`src/rtl/wasm_mem_bulk_ctrl.sv`:
```
// wasm_mem_bulk_ctrl: byte-serial engine for WebAssembly memory.fill / memory.copy.
// Ports: clk_i/rst_ni clock and async active-low reset; cmd_* command handshake
// (op 0=fill 1=copy, dst/src/len/val); current_pages_i live memory size;
// mem_rd_*/mem_wr_* byte accesses to linear memory with mem_trap_i fault report;
// busy_o, done_o pulse and done_trap_o result.
package wasm_pkg;
    typedef enum logic [3:0] {
        MEM_LOAD_I32, MEM_LOAD_I64, MEM_LOAD_I8_S, MEM_LOAD_I8_U, MEM_LOAD_I16_S,
        MEM_LOAD_I16_U, MEM_STORE_I32, MEM_STORE_I64, MEM_STORE_I8, MEM_STORE_I16
    } mem_op_t;
    typedef enum logic [2:0] {
        TRAP_NONE, TRAP_OUT_OF_BOUNDS, TRAP_UNALIGNED, TRAP_UNREACHABLE, TRAP_DIV_ZERO
    } trap_t;
endpackage

module wasm_mem_bulk_ctrl
    import wasm_pkg::*;
#(
    parameter int unsigned PAGE_BYTES = 65536
) (
    input  logic        clk_i,
    input  logic        rst_ni,
    input  logic        cmd_valid_i,
    output logic        cmd_ready_o,
    input  logic        cmd_op_i,
    input  logic [31:0] cmd_dst_i,
    input  logic [31:0] cmd_src_i,
    input  logic [31:0] cmd_len_i,
    input  logic [7:0]  cmd_val_i,
    input  logic [31:0] current_pages_i,
    output logic        mem_rd_en_o,
    output logic [31:0] mem_rd_addr_o,
    output mem_op_t     mem_rd_op_o,
    input  logic [63:0] mem_rd_data_i,
    output logic        mem_wr_en_o,
    output logic [31:0] mem_wr_addr_o,
    output mem_op_t     mem_wr_op_o,
    output logic [63:0] mem_wr_data_o,
    input  trap_t       mem_trap_i,
    output logic        busy_o,
    output logic        done_o,
    output trap_t       done_trap_o
);
    typedef enum logic [2:0] {S_IDLE, S_CHECK, S_FILL, S_COPY_FWD, S_COPY_BWD, S_DONE} state_t;

    state_t      state_q, state_d;
    logic        op_q, op_d;
    logic [31:0] dst_q, dst_d, src_q, src_d, len_q, len_d, i_q, i_d;
    logic [7:0]  val_q, val_d;
    trap_t       trap_q, trap_d;

    // Limit and end addresses are formed wide so neither the page product nor
    // dst+len can wrap; only the comparison result matters.
    logic [63:0] limit, end_dst, end_src;
    logic        oob, xfer, last;

    assign limit   = 64'(current_pages_i) * 64'(PAGE_BYTES);
    assign end_dst = 64'(dst_q) + 64'(len_q);
    assign end_src = 64'(src_q) + 64'(len_q);
    assign oob     = (end_dst > limit) || (op_q && end_src > limit);
    assign xfer    = (state_q == S_FILL) || (state_q == S_COPY_FWD) || (state_q == S_COPY_BWD);
    assign last    = (state_q == S_COPY_BWD) ? (i_q == 32'd0) : (i_q == len_q - 32'd1);

    assign mem_rd_op_o = MEM_LOAD_I8_U;
    assign mem_wr_op_o = MEM_STORE_I8;
    assign cmd_ready_o = (state_q == S_IDLE);
    assign busy_o      = (state_q != S_IDLE);
    assign done_o      = (state_q == S_DONE);
    assign done_trap_o = (state_q == S_DONE) ? trap_q : TRAP_NONE;

    always_ff @(posedge clk_i or negedge rst_ni) begin
        if (!rst_ni) begin
            state_q <= S_IDLE;
            op_q    <= 1'b0;
            dst_q   <= '0;
            src_q   <= '0;
            len_q   <= '0;
            val_q   <= '0;
            i_q     <= '0;
            trap_q  <= TRAP_NONE;
        end else begin
            state_q <= state_d;
            op_q    <= op_d;
            dst_q   <= dst_d;
            src_q   <= src_d;
            len_q   <= len_d;
            val_q   <= val_d;
            i_q     <= i_d;
            trap_q  <= trap_d;
        end
    end

    always_comb begin
        state_d = state_q;
        op_d    = op_q;
        dst_d   = dst_q;
        src_d   = src_q;
        len_d   = len_q;
        val_d   = val_q;
        i_d     = i_q;
        trap_d  = trap_q;
        case (state_q)
            S_IDLE: if (cmd_valid_i) begin
                op_d    = cmd_op_i;
                dst_d   = cmd_dst_i;
                src_d   = cmd_src_i;
                len_d   = cmd_len_i;
                val_d   = cmd_val_i;
                trap_d  = TRAP_NONE;
                state_d = S_CHECK;
            end
            S_CHECK: begin
                trap_d  = oob ? TRAP_OUT_OF_BOUNDS : TRAP_NONE;
                i_d     = (op_q && dst_q > src_q) ? len_q - 32'd1 : 32'd0;
                state_d = (oob || len_q == 32'd0) ? S_DONE :
                          !op_q                   ? S_FILL :
                          (dst_q <= src_q)        ? S_COPY_FWD : S_COPY_BWD;
            end
            S_FILL, S_COPY_FWD, S_COPY_BWD: begin
                // A memory fault ends the command on the faulting byte.
                trap_d  = mem_trap_i;
                state_d = (mem_trap_i != TRAP_NONE || last) ? S_DONE : state_q;
                i_d     = (state_q == S_COPY_BWD) ? i_q - 32'd1 : i_q + 32'd1;
            end
            S_DONE: state_d = S_IDLE;
            default: state_d = S_IDLE;
        endcase
    end

    // Access outputs derive from state only, so an async reset drops them at once.
    always_comb begin
        mem_rd_en_o   = 1'b0;
        mem_rd_addr_o = '0;
        mem_wr_en_o   = 1'b0;
        mem_wr_addr_o = '0;
        mem_wr_data_o = '0;
        if (xfer) begin
            mem_wr_en_o   = 1'b1;
            mem_wr_addr_o = dst_q + i_q;
            mem_rd_en_o   = (state_q != S_FILL);
            mem_rd_addr_o = (state_q != S_FILL) ? src_q + i_q : 32'd0;
            mem_wr_data_o = {56'b0, (state_q == S_FILL) ? val_q : mem_rd_data_i[7:0]};
        end
    end
endmodule

```
`config.mk`:
```
export PLATFORM = sky130hd
export DESIGN_NAME = wasm_mem_bulk_ctrl
export DESIGN_NICKNAME = d
export VERILOG_FILES = /design/src/rtl/wasm_mem_bulk_ctrl.sv
export SDC_FILE = /design/constraint.sdc
export NUM_CORES = 1
export LEC_CHECK = 0
export ABC_AREA = 1
export BUFFER_PORTS_ARGS = -buffer_cell sky130_fd_sc_hd__buf_2
export CORE_ASPECT_RATIO = 1.1
export CORE_MARGIN = 2
export CORE_UTILIZATION = 35
export CTS_BUF_LIST = sky130_fd_sc_hd__clkbuf_4
export DETAILED_ROUTE_END_ITERATION = 8
export PLACE_DENSITY = 0.56
export SKIP_LAST_GASP = 1
export SLEW_MARGIN = 15
export SYNTH_ARGS = -nofsm -noshare
export SYNTH_HDL_FRONTEND = slang
export SYNTH_SLANG_ARGS = --single-unit
```
`constraint.sdc`:
```
create_clock -name clk_i -period 7.05 [get_ports clk_i]
set_input_delay 1.0575 -clock clk_i [delete_from_list [all_inputs] [get_ports clk_i]]
set_output_delay 1.0575 -clock clk_i [all_outputs]
set_load 0.02 [all_outputs]
```
==> results of run 1 <==
critical path: stages (launching register included):
cell	delay, ns
dfrtp_1	0.51
ha_1	0.26
fa_1	0.41
nand2_1	0.08
nand3_1	0.06
o21ai_0	0.14
o21ai_1	0.15
a21boi_0	0.92
o21ai_1	0.25
a21oi_1	0.20
inv_1	0.09
nand2_1	0.06
nand2_1	0.07
nand2_1	0.07
nand2_1	0.06
nand2_1	0.05
nand2_1	0.05
nor2_1	0.17
buf_2	0.19
state kept, by name (all words and copies together), names as in the netlist:
name,cells
dst_q,32
i_q,32
len_q,32
src_q,32
val_q,8
state_q,3
trap_q,3
op_q,1
metrics by stage:
stage / setup slack (ns) / instance area, µm² / hold slack [ns]
floorplan: 3.21 / 18700 / 0.480
global placement: 1.93 / 20200 / 0.492
detailed placement: 1.91 / 20200 / 0.495
CTS: 1.63 / 20400 / 0.430
global route: 1.43 / 20500 / 0.477
finish: 1.56 / 20500 / 0.449
routing by layer:
layer  share of wire  vias up  GRT usage
met1            0.43     9538      0.351
li1                -     9977          -
met3           0.051      134     0.0227
met2            0.47      695      0.480
met5         0.00013        -          0
met4           0.047        2      0.136
cell type report:
class | instances | share of cell area
Sequential cell | 143 | 0.175
Multi-Input combinational cell | 2310 | 0.645
Antenna cell | 1 | 0.000122
Clock inverter | 15 | 0.00777
Inverter | 353 | 0.0648
Tap cell | 675 | 0.0413
Timing Repair Buffer | 238 | 0.0601
Clock buffer | 17 | 0.00624
how the worst min path moves through the flow:
stage	from	end	slack [ns]	depth (start not counted)
finish	rst_ni	dst_q[1]	0.45	1
global route	rst_ni	src_q[0]	0.48	1
CTS	rst_ni	i_q[6]	0.43	1
detailed placement	val_q[4]	val_q[4]	0.50	1
global placement	val_q[0]	val_q[0]	0.49	1
floorplan	val_q[0]	val_q[0]	0.48	1
cells in the final DEF (no fill, tap or decap), drive strengths merged, types with 6 or more instances in the layout:
cell	n
buf	238
a21o	9
o221ai	10
nand4	51
o311ai	6
o21ai	190
xnor2	22
xor2	44
nor3	27
o21a	18
nor4	15
nand3	168
inv	356
nand2	577
ha	224
clkbuf	17
a31oi	30
dfrtp	143
a21oi	372
nand3b	8
mux2	40
a21boi	11
conb	64
o21bai	9
nor2	368
cells by family after synthesis:
logic type,Yosys count,share of synthesized area
fa+ha+maj,229,0.157
mux,40,0.0244
other cells,2,0.000407
xor+xnor,66,0.0325
flops,143,0.194
compound gates,685,0.203
buf+inv,453,0.106
simple gates,1226,0.283
==> flow_summary.ini, run 1 <==
[status]
outcome = completed

[sta]
fmax_mhz = 182
setup_viol = 0
tns_ns = 0
grt_setup_unrepaired = no
fin_skew_ns = 0.0361
drv_slew = 0
tightest_slew_ns = 1.18
finalHoldViolCount = 0
finalCritPeriodShare = 0.779
max_slew_margin = 0.205
period_minus_slack_ns = 5.49

[grt]
antenna_found_initial = 2
grt_pass1_wl_um = 114000
grt_start_max_net_pins = 139
grt_usage = 0.279
grt_pass1_vias = 19600
overflow = 0

[placement]
gp_congestion = 0.963
place_hpwl_um = 65200
portBuffers = 230
post-place-cells = 3719

[synth]
syn_area_per_cell_um2 = 6.49
yosys_warnings = 0
synth-main-ff-cell = dfrtp_1
ys_types = 59
synth_top_area_cell = dfrtp_1
ys_top_cells_by_count = nand2_1, a21oi_1, nor2_1, inv_1, ha_1
synth.most_common_cell = nand2_1
seq_area_frac_synth = 0.194
synthTopCellsByArea = dfrtp_1, ha_1, nand2_1
synth-edff-count = 0
synth_cells = 2844
netlist.area_leader.share = 0.194
synth-seq-cells = 143
async_reset_ff_frac = 1.00
synth_area_um2 = 18500

[finish]
fillers = 5715
final_util = 0.391
nets = 3499
multi_input_area_um2 = 13200
fin_cells = 3752
drive_above_1_share = 0.115
seq_area_um2 = 3580
syn2layout_area_growth_pct = 10.8

[worst_setup_path]
r2r-start = src_q[0]
cp.required_ns = 5.99
critPathKind = register to output port
path_max_fanout = 5
crit_path_end_kind = output port
worstSetupStartpointType = register
rr_endpoint = state_q[0]
r2r_cells = 30
critPathLaunch = i_q[0]
endpoint = mem_rd_addr_o[22]
regToRegSetupSlack_ns = 1.86
cp.arrival_ns = 4.44

[floorplan]
start_util = 0.353
rows = 88
io_pins = 351
fp.dieH_um = 245
die_width_um = 223
core_area_um2 = 52300
die-area_um2 = 54600

[drt]
drt-vias-per-instance = 5.42
routed-via-count = 20300
routed_wl_um = 77600
drt_iter0_markers = 1385
wl_per_cell_um = 20.7
ant_nets = 0
drc = 0
first_pass_iters = 7

[clocking]
clk_pin_slew_ns = 0.14
cts_hold_buf = 0
h-tree-depth = 4
cts_tree = built
post_cts_buffers = 0
clk_path_buf_depth = 2
cts_resized = 0
clk_latency_ns = 0.65
numCtsBuffers = 17
clock-root-buffer = clkbuf_4
clock_sinks = 143

[hold_path]
hp-class = input pin to async pin

[run]
max_cap_violations = 0
Power of run 1 is not shown: default switching activity piles up to over one toggle a cycle in this logic, so the estimate is an artifact.
==> inputs of run 2 (changes only) <==
Settings changed: ABC_AREA 1 to 0, PLACE_DENSITY 0.56 to 0.58.
Clock period 7.05 ns to 4.55 ns, I/O delays scaled along.
==> run 2 against run 1 <==
Effect of this change:
- the flow now finishes with violations (setup timing)
- routed wire length decreased by 10%
- hold slack got worse by 0.35 ns
- core utilization increased by 7.1 points
- flip-flop and latch count unchanged
==> flow_summary.ini, run 2 <==
[status]
outcome = complete, but fails checks
violations = setup timing

[finish]
final_cell_mix = buf_4, ha_1, buf_2, nor2_1
fin_cells = 3264
multi_input_area_um2 = 13600
seq_area_um2 = 3580
drive_above_1_share = 0.315
nets = 3030
final_common_cell = buf_4
fillers = 4813
syn2layout_area_growth_pct = 31.1
final_cell_area_um2 = 22500

[clocking]
clk_latency_ns = 0.80
clock_sinks = 143
clk_pin_slew_ns = 0.16
clock-root-buffer = clkbuf_4
cts_tree = built
clk_path_buf_depth = 2
numCtsBuffers = 17
h-tree-depth = 4

[sta]
setup_viol = 17
tightest_slew_ns = 1.29
grt_setup_unrepaired = yes
setup_slack_ns = -1.33
drv_slew = 0
tns_ns = -8.03
fmax_mhz = 170
finalCritPeriodShare = 1.29
period_minus_slack_ns = 5.88
max_slew_margin = 0.130
fin_skew_ns = 0.0384
finalHoldViolCount = 0
hold_ws_ns = 0.101

[drt]
wl_per_cell_um = 21.3
routed_wl_um = 69700
routed-via-count = 18100
drt-vias-per-instance = 5.55
drc = 0
first_pass_iters = 6
ant_nets = 0
drt_iter0_markers = 1594

[floorplan]
start_util = 0.352
die-area_um2 = 50800
die_width_um = 215
io_pins = 351
core_area_um2 = 48700
fp.dieH_um = 236
rows = 85

[grt]
overflow = 0
antenna_found_initial = 3
grt_pass1_vias = 17800
grt_usage = 0.269
grt_start_max_net_pins = 82
grt_pass1_wl_um = 104000

[synth]
synth-edff-count = 0
synth_top_area_cell = dfrtp_1
synth_fa_ha_area_frac = 0.169
synth-seq-cells = 143
syn_area_per_cell_um2 = 8.23
synth-simple-area-share = 0.178
synth_top_family_by_area = compound AO/OA/AOI/OAI gates
synth_compound_area_frac = 0.230
synth_xor_area_frac = 0.0950
async_reset_ff_frac = 1.00
muxShareOfSynthArea = 0.0546
synth-main-ff-cell = dfrtp_1
synth_area_um2 = 17200
ys_types = 89
synthTopCellsByArea = dfrtp_1, ha_1, xnor2_1
ys_top_cells_by_count = ha_1, nor2_1, a21oi_1, nand2_1
synth_cells = 2085
synth.most_common_cell = ha_1
netlist.area_leader.share = 0.209
yosys_warnings = 0
seq_area_frac_synth = 0.209

[worst_setup_path]
cp.required_ns = 5.23
crit_path_end_kind = register
critPathKind = register to register
path_max_fanout = 2
cp.arrival_ns = 6.56
worstSetupStartpointType = register

[placement]
place_hpwl_um = 56900
gp_congestion = 0.984
post-place-cells = 3188
portBuffers = 230
placed_cell_area_um2 = 20900

[run]
max_cap_violations = 0

[hold_path]
hp-class = input pin to register
## run 2: worst paths after layout
check | start | to | slack [ns] | depth (start not counted)
min in group asynchronous | rst_ni | dst_q[3] | 0.42 | 2
hold / removal | cmd_src_i[3] | src_q[3] | 0.10 | 3
setup reg to reg | src_q[0] | state_q[2] | -1.33 | 25
setup / recovery | src_q[0] | state_q[2] | -1.33 | 25
hold reg to reg | trap_q[1] | trap_q[1] | 0.51 | 1
max in group asynchronous | rst_ni | dst_q[21] | 3.17 | 3
## run 2: timing repair
item / 4_1_cts / 5_1_grt
resized for setup: 133 / 73
endpoints found under the hold margin: 62 / 0
endpoints found under the setup margin: 41 / 35
hold buffers: 1 / 0
setup buffers: 31 / 14
pin swaps: 87 / 63
## run 2: kinds of logic after synthesis
logic type	after synthesis
xor+xnor	186
flops	143
buf+inv	222
other cells	2
mux	85
fa+ha+maj	229
compound gates	614
simple gates	604
## run 2: stage by stage
step	worst slack [ns]	utilization
floorplan	-0.695	-
global placement	-1.69	0.430
detailed placement	-1.66	0.430
CTS	-1.40	0.453
global route	-1.61	0.462
finish	-1.33	0.462
## run 2: routing by layer
metal  up-vias  GRT usage  share of wire
met2       632      0.439           0.47
met3       124     0.0418          0.062
li1       8524          -              -
met4         2      0.102          0.032
met5         -          0        0.00019
met1      8843      0.358           0.44
## run 2: final cells by class
class                           instances  share of cell area
Sequential cell                       143               0.159
Multi-Input combinational cell       1782               0.607
Tap cell                              652              0.0363
Antenna cell                            5            0.000556
Inverter                              102              0.0172
Clock inverter                         14             0.00951
Clock buffer                           18             0.00601
Timing Repair Buffer                  548               0.164
## run 2: critical path, cell delays in order, from the launching register on
cell,delay [ns]
dfrtp_1,0.42
ha_4,0.16
fa_2,0.22
a21o_1,0.16
nand3_1,0.08
a32o_2,0.27
a211o_1,0.32
a21boi_2,0.18
nand4_1,0.19
a31oi_4,0.27
a211oi_4,0.11
o31ai_4,0.27
xor2_1,0.11
ha_1,0.30
nand4_1,0.14
nor2_2,0.15
buf_6,0.12
or4b_1,0.41
or4_1,0.42
nor4_2,0.15
o2111ai_1,0.15
or4_4,0.49
a221oi_4,0.30
o31ai_4,0.15
a21oi_1,0.16
o31ai_1,0.07
Power of run 2 is left out for the same reason.
